### config.mk
export PLATFORM = sky130hd
export DESIGN_NAME = traffic_phase_scheduler_flat
export DESIGN_NICKNAME = d
export VERILOG_FILES = /design/src/rtl/traffic_phase_scheduler_if.sv /design/src/rtl/traffic_phase_scheduler.sv /design/src/flat_wrapper.sv
export SDC_FILE = /design/constraint.sdc
export NUM_CORES = 1
export LEC_CHECK = 0
export ABC_AREA = 1
export CAP_MARGIN = 20
export CORE_MARGIN = 4
export CORE_UTILIZATION = 30
export DETAILED_ROUTE_END_ITERATION = 16
export PLACE_DENSITY = 0.55
export SKIP_LAST_GASP = 1
export SLEW_MARGIN = 20
export SYNTH_ARGS = -nofsm -noshare
export SYNTH_HDL_FRONTEND = slang
export SYNTH_SLANG_ARGS = --single-unit
### constraint.sdc
create_clock -name clk -period 5.5 [get_ports clk]
set_input_delay 1.1 -clock clk [delete_from_list [all_inputs] [get_ports clk]]
set_output_delay 1.1 -clock clk [all_outputs]
set_load 0.03 [all_outputs]
### src/rtl/traffic_phase_scheduler_if.sv
// Request inputs, lamp/walk outputs and debug phase of the NS/EW phase scheduler.
// EMERGENCY_PREEMPT_EN adds the emg_req / emg_dir preemption inputs.
interface traffic_phase_scheduler_if;
    logic       tick;
    logic       ns_req;
    logic       ew_req;
    logic       ns_ped_req;
    logic       ew_ped_req;
    logic [2:0] ns_light;
    logic [2:0] ew_light;
    logic       ns_walk;
    logic       ew_walk;
    logic [2:0] phase;
`ifdef EMERGENCY_PREEMPT_EN
    logic       emg_req;
    logic       emg_dir;

    modport master (output tick, ns_req, ew_req, ns_ped_req, ew_ped_req, emg_req, emg_dir,
                    input  ns_light, ew_light, ns_walk, ew_walk, phase);
    modport slave  (input  tick, ns_req, ew_req, ns_ped_req, ew_ped_req, emg_req, emg_dir,
                    output ns_light, ew_light, ns_walk, ew_walk, phase);
`else
    modport master (output tick, ns_req, ew_req, ns_ped_req, ew_ped_req,
                    input  ns_light, ew_light, ns_walk, ew_walk, phase);
    modport slave  (input  tick, ns_req, ew_req, ns_ped_req, ew_ped_req,
                    output ns_light, ew_light, ns_walk, ew_walk, phase);
`endif
endinterface

### src/rtl/traffic_phase_scheduler.sv
// Demand-actuated NS/EW intersection phase scheduler advancing on a 1 Hz tick strobe.
// Define EMERGENCY_PREEMPT_EN to enable emergency-vehicle preemption.
module traffic_phase_scheduler #(
    parameter int MIN_GREEN    = 10,
    parameter int MAX_GREEN    = 30,
    parameter int YELLOW_TIME  = 5,
    parameter int ALL_RED_TIME = 2,
    parameter int WALK_TIME    = 8,
    parameter int TW           = 6
) (
    input logic                      clk,
    input logic                      rst_n,
    traffic_phase_scheduler_if.slave bus
);
    typedef enum logic [2:0] {
        NS_GREEN  = 3'd0,
        NS_YELLOW = 3'd1,
        RED_TO_EW = 3'd2,
        EW_GREEN  = 3'd3,
        EW_YELLOW = 3'd4,
        RED_TO_NS = 3'd5
    } state_t;

    localparam logic [TW:0]   MIN_G  = (TW+1)'(MIN_GREEN);
    localparam logic [TW:0]   MAX_G  = (TW+1)'(MAX_GREEN);
    localparam logic [TW:0]   YEL_T  = (TW+1)'(YELLOW_TIME);
    localparam logic [TW:0]   RED_T  = (TW+1)'(ALL_RED_TIME);
    localparam logic [TW:0]   WALK_T = (TW+1)'(WALK_TIME);
    localparam logic [TW-1:0] MAX_C  = TW'(MAX_GREEN);
    localparam logic [TW-1:0] ZERO_C = {TW{1'b0}};

    state_t        state_r, state_s;
    logic [TW-1:0] cnt_r, cnt_s, grn_cnt_s;
    logic [TW:0]   nxt_s;
    logic          ns_ped_pend_r, ns_ped_pend_s, ew_ped_pend_r, ew_ped_pend_s;
    logic          walk_active_r, walk_active_s;
    logic          ns_dem_s, ew_dem_s, ns_go_s, ew_go_s;
    logic          ns_enter_s, ew_enter_s;
    logic          emg_to_ns_s, emg_to_ew_s, emg_on_s;

`ifdef EMERGENCY_PREEMPT_EN
    assign emg_to_ns_s = bus.emg_req & ~bus.emg_dir;
    assign emg_to_ew_s = bus.emg_req &  bus.emg_dir;
    assign emg_on_s    = bus.emg_req;
`else
    assign emg_to_ns_s = 1'b0;
    assign emg_to_ew_s = 1'b0;
    assign emg_on_s    = 1'b0;
`endif

    assign ns_dem_s  = bus.ns_req | ns_ped_pend_r;
    assign ew_dem_s  = bus.ew_req | ew_ped_pend_r;
    assign nxt_s     = {1'b0, cnt_r} + {{TW{1'b0}}, 1'b1};
    // Green count saturates so a long rest never wraps back below MIN_GREEN.
    assign grn_cnt_s = (nxt_s > MAX_G) ? MAX_C : nxt_s[TW-1:0];

    // An emergency toward the crossing road forces the green out; one toward this road pins it.
    assign ns_go_s = emg_to_ew_s | (~emg_to_ns_s & (nxt_s >= MIN_G) & ew_dem_s &
                                    (~ns_dem_s | (nxt_s >= MAX_G)));
    assign ew_go_s = emg_to_ns_s | (~emg_to_ew_s & (nxt_s >= MIN_G) & ns_dem_s &
                                    (~ew_dem_s | (nxt_s >= MAX_G)));

    // Latches clear on entry to their own green; a press on that same clock re-arms for the next green.
    assign ns_ped_pend_s = (ns_enter_s ? 1'b0 : ns_ped_pend_r) | bus.ns_ped_req;
    assign ew_ped_pend_s = (ew_enter_s ? 1'b0 : ew_ped_pend_r) | bus.ew_ped_req;

    // Next state, phase counter and walk qualifier; only illegal-state recovery ignores tick.
    always_comb begin
        state_s       = state_r;
        cnt_s         = cnt_r;
        walk_active_s = walk_active_r;
        ns_enter_s    = 1'b0;
        ew_enter_s    = 1'b0;
        if (state_r > RED_TO_NS) begin
            state_s       = NS_GREEN;
            cnt_s         = ZERO_C;
            walk_active_s = 1'b0;
        end else if (bus.tick) begin
            case (state_r)
                NS_GREEN: begin
                    if (ns_go_s) begin
                        state_s       = NS_YELLOW;
                        cnt_s         = ZERO_C;
                        walk_active_s = 1'b0;
                    end else begin
                        cnt_s = grn_cnt_s;
                    end
                end
                NS_YELLOW: begin
                    if (nxt_s == YEL_T) begin
                        state_s = RED_TO_EW;
                        cnt_s   = ZERO_C;
                    end else begin
                        cnt_s = nxt_s[TW-1:0];
                    end
                end
                RED_TO_EW: begin
                    if (nxt_s == RED_T) begin
                        state_s       = EW_GREEN;
                        cnt_s         = ZERO_C;
                        ew_enter_s    = 1'b1;
                        walk_active_s = ew_ped_pend_r;
                    end else begin
                        cnt_s = nxt_s[TW-1:0];
                    end
                end
                EW_GREEN: begin
                    if (ew_go_s) begin
                        state_s       = EW_YELLOW;
                        cnt_s         = ZERO_C;
                        walk_active_s = 1'b0;
                    end else begin
                        cnt_s = grn_cnt_s;
                    end
                end
                EW_YELLOW: begin
                    if (nxt_s == YEL_T) begin
                        state_s = RED_TO_NS;
                        cnt_s   = ZERO_C;
                    end else begin
                        cnt_s = nxt_s[TW-1:0];
                    end
                end
                RED_TO_NS: begin
                    if (nxt_s == RED_T) begin
                        state_s       = NS_GREEN;
                        cnt_s         = ZERO_C;
                        ns_enter_s    = 1'b1;
                        walk_active_s = ns_ped_pend_r;
                    end else begin
                        cnt_s = nxt_s[TW-1:0];
                    end
                end
                default: begin
                    state_s       = NS_GREEN;
                    cnt_s         = ZERO_C;
                    walk_active_s = 1'b0;
                end
            endcase
        end else begin
            cnt_s = cnt_r;
        end
    end

    // Phase state, counter, pedestrian latches and walk qualifier.
    always_ff @(posedge clk) begin
        if (!rst_n) begin
            state_r       <= NS_GREEN;
            cnt_r         <= ZERO_C;
            ns_ped_pend_r <= 1'b0;
            ew_ped_pend_r <= 1'b0;
            walk_active_r <= 1'b0;
        end else begin
            state_r       <= state_s;
            cnt_r         <= cnt_s;
            ns_ped_pend_r <= ns_ped_pend_s;
            ew_ped_pend_r <= ew_ped_pend_s;
            walk_active_r <= walk_active_s;
        end
    end

    // Lamp decode from the registered state.
    always_comb begin
        bus.ns_light = 3'b100;
        bus.ew_light = 3'b100;
        case (state_r)
            NS_GREEN:  bus.ns_light = 3'b001;
            NS_YELLOW: bus.ns_light = 3'b010;
            EW_GREEN:  bus.ew_light = 3'b001;
            EW_YELLOW: bus.ew_light = 3'b010;
            default: begin
                bus.ns_light = 3'b100;
                bus.ew_light = 3'b100;
            end
        endcase
    end

    assign bus.phase   = state_r;
    assign bus.ns_walk = (state_r == NS_GREEN) & walk_active_r & ({1'b0, cnt_r} < WALK_T) & ~emg_on_s;
    assign bus.ew_walk = (state_r == EW_GREEN) & walk_active_r & ({1'b0, cnt_r} < WALK_T) & ~emg_on_s;
endmodule
### src/flat_wrapper.sv
// flat-port wrapper written by rule: the top's interface ports become plain ports
module traffic_phase_scheduler_flat 
#(
    parameter int MIN_GREEN    = 10,
    parameter int MAX_GREEN    = 30,
    parameter int YELLOW_TIME  = 5,
    parameter int ALL_RED_TIME = 2,
    parameter int WALK_TIME    = 8,
    parameter int TW           = 6
)
  (clk, rst_n, bus_tick, bus_ns_req, bus_ew_req, bus_ns_ped_req, bus_ew_ped_req, bus_ns_light, bus_ew_light, bus_ns_walk, bus_ew_walk, bus_phase);
  traffic_phase_scheduler_if bus_i ();
  input logic clk;
  input logic rst_n;
  input wire logic [$bits(bus_i.tick)-1:0] bus_tick;
  input wire logic [$bits(bus_i.ns_req)-1:0] bus_ns_req;
  input wire logic [$bits(bus_i.ew_req)-1:0] bus_ew_req;
  input wire logic [$bits(bus_i.ns_ped_req)-1:0] bus_ns_ped_req;
  input wire logic [$bits(bus_i.ew_ped_req)-1:0] bus_ew_ped_req;
  output wire logic [$bits(bus_i.ns_light)-1:0] bus_ns_light;
  output wire logic [$bits(bus_i.ew_light)-1:0] bus_ew_light;
  output wire logic [$bits(bus_i.ns_walk)-1:0] bus_ns_walk;
  output wire logic [$bits(bus_i.ew_walk)-1:0] bus_ew_walk;
  output wire logic [$bits(bus_i.phase)-1:0] bus_phase;
  assign bus_i.tick = bus_tick;
  assign bus_i.ns_req = bus_ns_req;
  assign bus_i.ew_req = bus_ew_req;
  assign bus_i.ns_ped_req = bus_ns_ped_req;
  assign bus_i.ew_ped_req = bus_ew_ped_req;
  assign bus_ns_light = bus_i.ns_light;
  assign bus_ew_light = bus_i.ew_light;
  assign bus_ns_walk = bus_i.ns_walk;
  assign bus_ew_walk = bus_i.ew_walk;
  assign bus_phase = bus_i.phase;
  traffic_phase_scheduler #(.MIN_GREEN(MIN_GREEN), .MAX_GREEN(MAX_GREEN), .YELLOW_TIME(YELLOW_TIME), .ALL_RED_TIME(ALL_RED_TIME), .WALK_TIME(WALK_TIME), .TW(TW)) u_core (.clk(clk), .rst_n(rst_n), .bus(bus_i));
endmodule
==> impl_metrics.toml <==
[grt]
grt_remaining_overflow = 0
grt_pass1_vias = 1106
grt_use_total = 0.119
grt_max_degree = 11
antenna_found_initial = 0
grt_pass1_wl_um = 4810

[yosys]
synthesis.area_sq_um = 1130
seq_area_frac_synth = 0.212
yosysMostFrequentCell = "nand2_1"
syn-num-nets = 198
synth_area_leader_cell = "dfxtp_1"
yosys.area_share.xor_xnor = 0
synth_compound_area_frac = 0.117
yosysTopAreaCellShare = 0.212
synthFlopType = "dfxtp_1"
synth_seq_cells = 12
synth_top_family_by_area = "simple AND/OR/NAND/NOR gates"
synth_edf_count = 0
synth_top_cells_by_area = "dfxtp_1, nand2_1, nand3_1"
synthTopCellsByCount = "nand2_1, inv_1, nor2_1"
synthAdderAreaFrac = 0.0332
avgSynthCellArea_sq_um = 6.02
synthArstFlopShare = 0
muxShareOfSynthArea = 0
yosysUniqueCellTypes = 29
netlist_instances = 188
ys_warn_count = 0
synthSimpleGateAreaFrac = 0.521

[detailed_routing]
drt_iter0_markers = 92
drc = 0
vias = 1171
ant_nets = 0
finalWirelength_um = 2810
post_drt_wl_per_cell_um = 11.0
viasPerCell = 4.57
dr.pass1.iters = 4

[sta]
slew_viol_final = 0
timing.fmax_mhz = 321
hold_viol_final = 0
finalSetupTns_ns = 0
skew_ns = 0.000577
worst_slack_ns = 2.39
grt_setup_unrepaired = "no"
slew_headroom = 0.668
period_share = 0.566
tightest_slew_ns = 0.495
period_needed_ns = 3.11
setup_violations = 0

[layout]
drive_gt1_frac = 0.163
fillers = 404
nets = 219
final_area_sq_um = 1410
final_util = 0.386
area_growth_pct = 24.8
diodes = 0

[setup_path]
startpoint_type = "flip-flop"
critical_path_buf_inv_count = 3
criticalPathCategory = "flip-flop to output port"
path_cells = "nor2_1, inv_1, nor2_1, inv_1, nor2_1, clkdlybuf4s50_1"
path_delay_family = "buffers and inverters"
r2r_slack_ns = 3.43
crit_required_ns = 4.40
path_common_cell = "nor2_1"
critPathLaunch = "u_core.bus.phase[0]"
critPathArrivalTime_ns = 2.01
end_kind = "output port"
critPathMaxFanout = 7
r2r_end = "u_core.bus.phase[0]"
r2r_start = "u_core.cnt_r[0]"
critPathSlowestCell = "clkdlybuf4s50_1"
max_stage_delay_ns = 0.67
r2r_cells = 15

[clock_tree]
clockBufferDepth = 2
ctsResizeCount = 0
clock-sinks = 12
cts_tree = "built"
clk_pin_slew_ns = 0.05
post_cts_buffers = 0
cts_buffers = 3
cts_root_buf = "clkbuf_8"
clk_latency_ns = 0.24
htreeDepth = 1
hold_buffers = 0

[placement]
port_buffers = 17
dp_hpwl_um = 2380
pre_cts_slack_ns = 2.64
placed_area_sq_um = 1360
gp_congestion = 0.836

[floorplanning]
rows = 22
fp.dieH_um = 69.4
ios = 18
initial_core_util = 0.309
die_x_um = 69.4
dieArea_sq_um = 4820
core-area_sq_um = 3660

[hold_path]
holdCritStartpoint = "u_core.walk_active_r"
min_path_cells = 2
hold_end = "u_core.walk_active_r"
hold_path.class = "flip-flop to flip-flop"

[outcome]
status = "completed"

[power]
p_leak_nw = 0.626
vdd_drop_max_mv = 0.188
p_per_area_nw_per_um2 = 323

[job]
cap_violations = 0
-- worst register-to-register path, stage by stage, from the launching register on --
cell,delay (ns)
dfxtp_1,0.39
ha_1,0.27
nand2_1,0.11
clkinv_2,0.08
nor2_4,0.17
nand3_1,0.12
nor2_2,0.13
nor2_2,0.05
nand3b_1,0.10
nand2_2,0.10
nand2_4,0.09
nand2_4,0.07
nor2_4,0.08
nand3_1,0.07
nand2_1,0.08
nor2_1,0.03
-- cell type report --
class	count	area, sq um	share of cell area
tap	48	60.1	0.0426
clock buffer	4	55.1	0.0390
timing repair buffer	17	170	0.121
inverter	33	126	0.0895
sequential	12	240	0.170
multi-input combinational	142	759	0.538
-- flip-flops by register name, indices dropped and copies added (netlist names) --
| register | count |
|---|---|
| u_core.walk_active_r | 1 |
| u_core.cnt_r | 6 |
| u_core.ns_ped_pend_r | 1 |
| u_core.bus.phase | 3 |
| u_core.ew_ped_pend_r | 1 |
-- cell families (layout without fill, tap and decap cells) --
family | Yosys count | in the layout
simple gates | 116 | 116
compound gates | 23 | 23
flops | 12 | 12
buf+inv | 34 | 54
fa+ha+maj | 3 | 3
-- through the flow --
| step | cells | power (mW) | hold WS (ns) |
|---|---|---|---|
| CTS | 256 | 0.460 | 0.485 |
| global placement | 252 | 0.365 | 0.474 |
| floorplan | 188 | 0.291 | 0.448 |
| detailed placement | 252 | 0.364 | 0.476 |
| finish | 256 | 0.456 | 0.485 |
| global route | 256 | 0.494 | 0.497 |
-- layer usage --
| layer | share of wire | track usage | up-vias |
|---|---|---|---|
| met3 | 0.019 | 0.0130 | 2 |
| li1 | - | - | 640 |
| met2 | 0.44 | 0.195 | 13 |
| met5 | 0 | 0 | - |
| met4 | 0.0071 | 0.0325 | 0 |
| met1 | 0.53 | 0.165 | 516 |
-- power by group --
| part | total, mW | switching, mW | internal [mW] |
|---|---|---|---|
| clock network | 0.0945 | 0.0314 | 0.0632 |
| logic | 0.250 | 0.163 | 0.0878 |
| registers | 0.111 | 0.0148 | 0.0966 |
| total | 0.456 | 0.209 | 0.247 |
-- worst max-delay path by stage --
stage / to / slack, ns / depth (start not counted)
after floorplan: bus_ns_walk / 2.57 / 5
after global placement: bus_ns_walk / 2.66 / 6
after detailed placement: bus_ns_walk / 2.64 / 6
after CTS: bus_ns_walk / 2.39 / 6
after global routing: bus_ns_walk / 2.13 / 6
final: bus_ns_walk / 2.39 / 6
-- cells in the final DEF (no fill, tap or decap), drive strengths merged --
cell           netlist  layout
nand3b               2       2
a21oi               14      14
clkinv               2       2
o31ai                1       1
clkdlybuf4s50        0      17
nand3               24      24
nand2               53      53
and3                 1       1
nor2                30      30
clkbuf               0       4
inv                 31      31
o21bai               1       1
dfxtp               12      12
a31oi                1       1
nand4                2       2
nor4                 1       1
o21ai                5       5
a22o                 1       1
nor3                 3       3
ha                   3       3
Power figures use the tool's default switching activity.
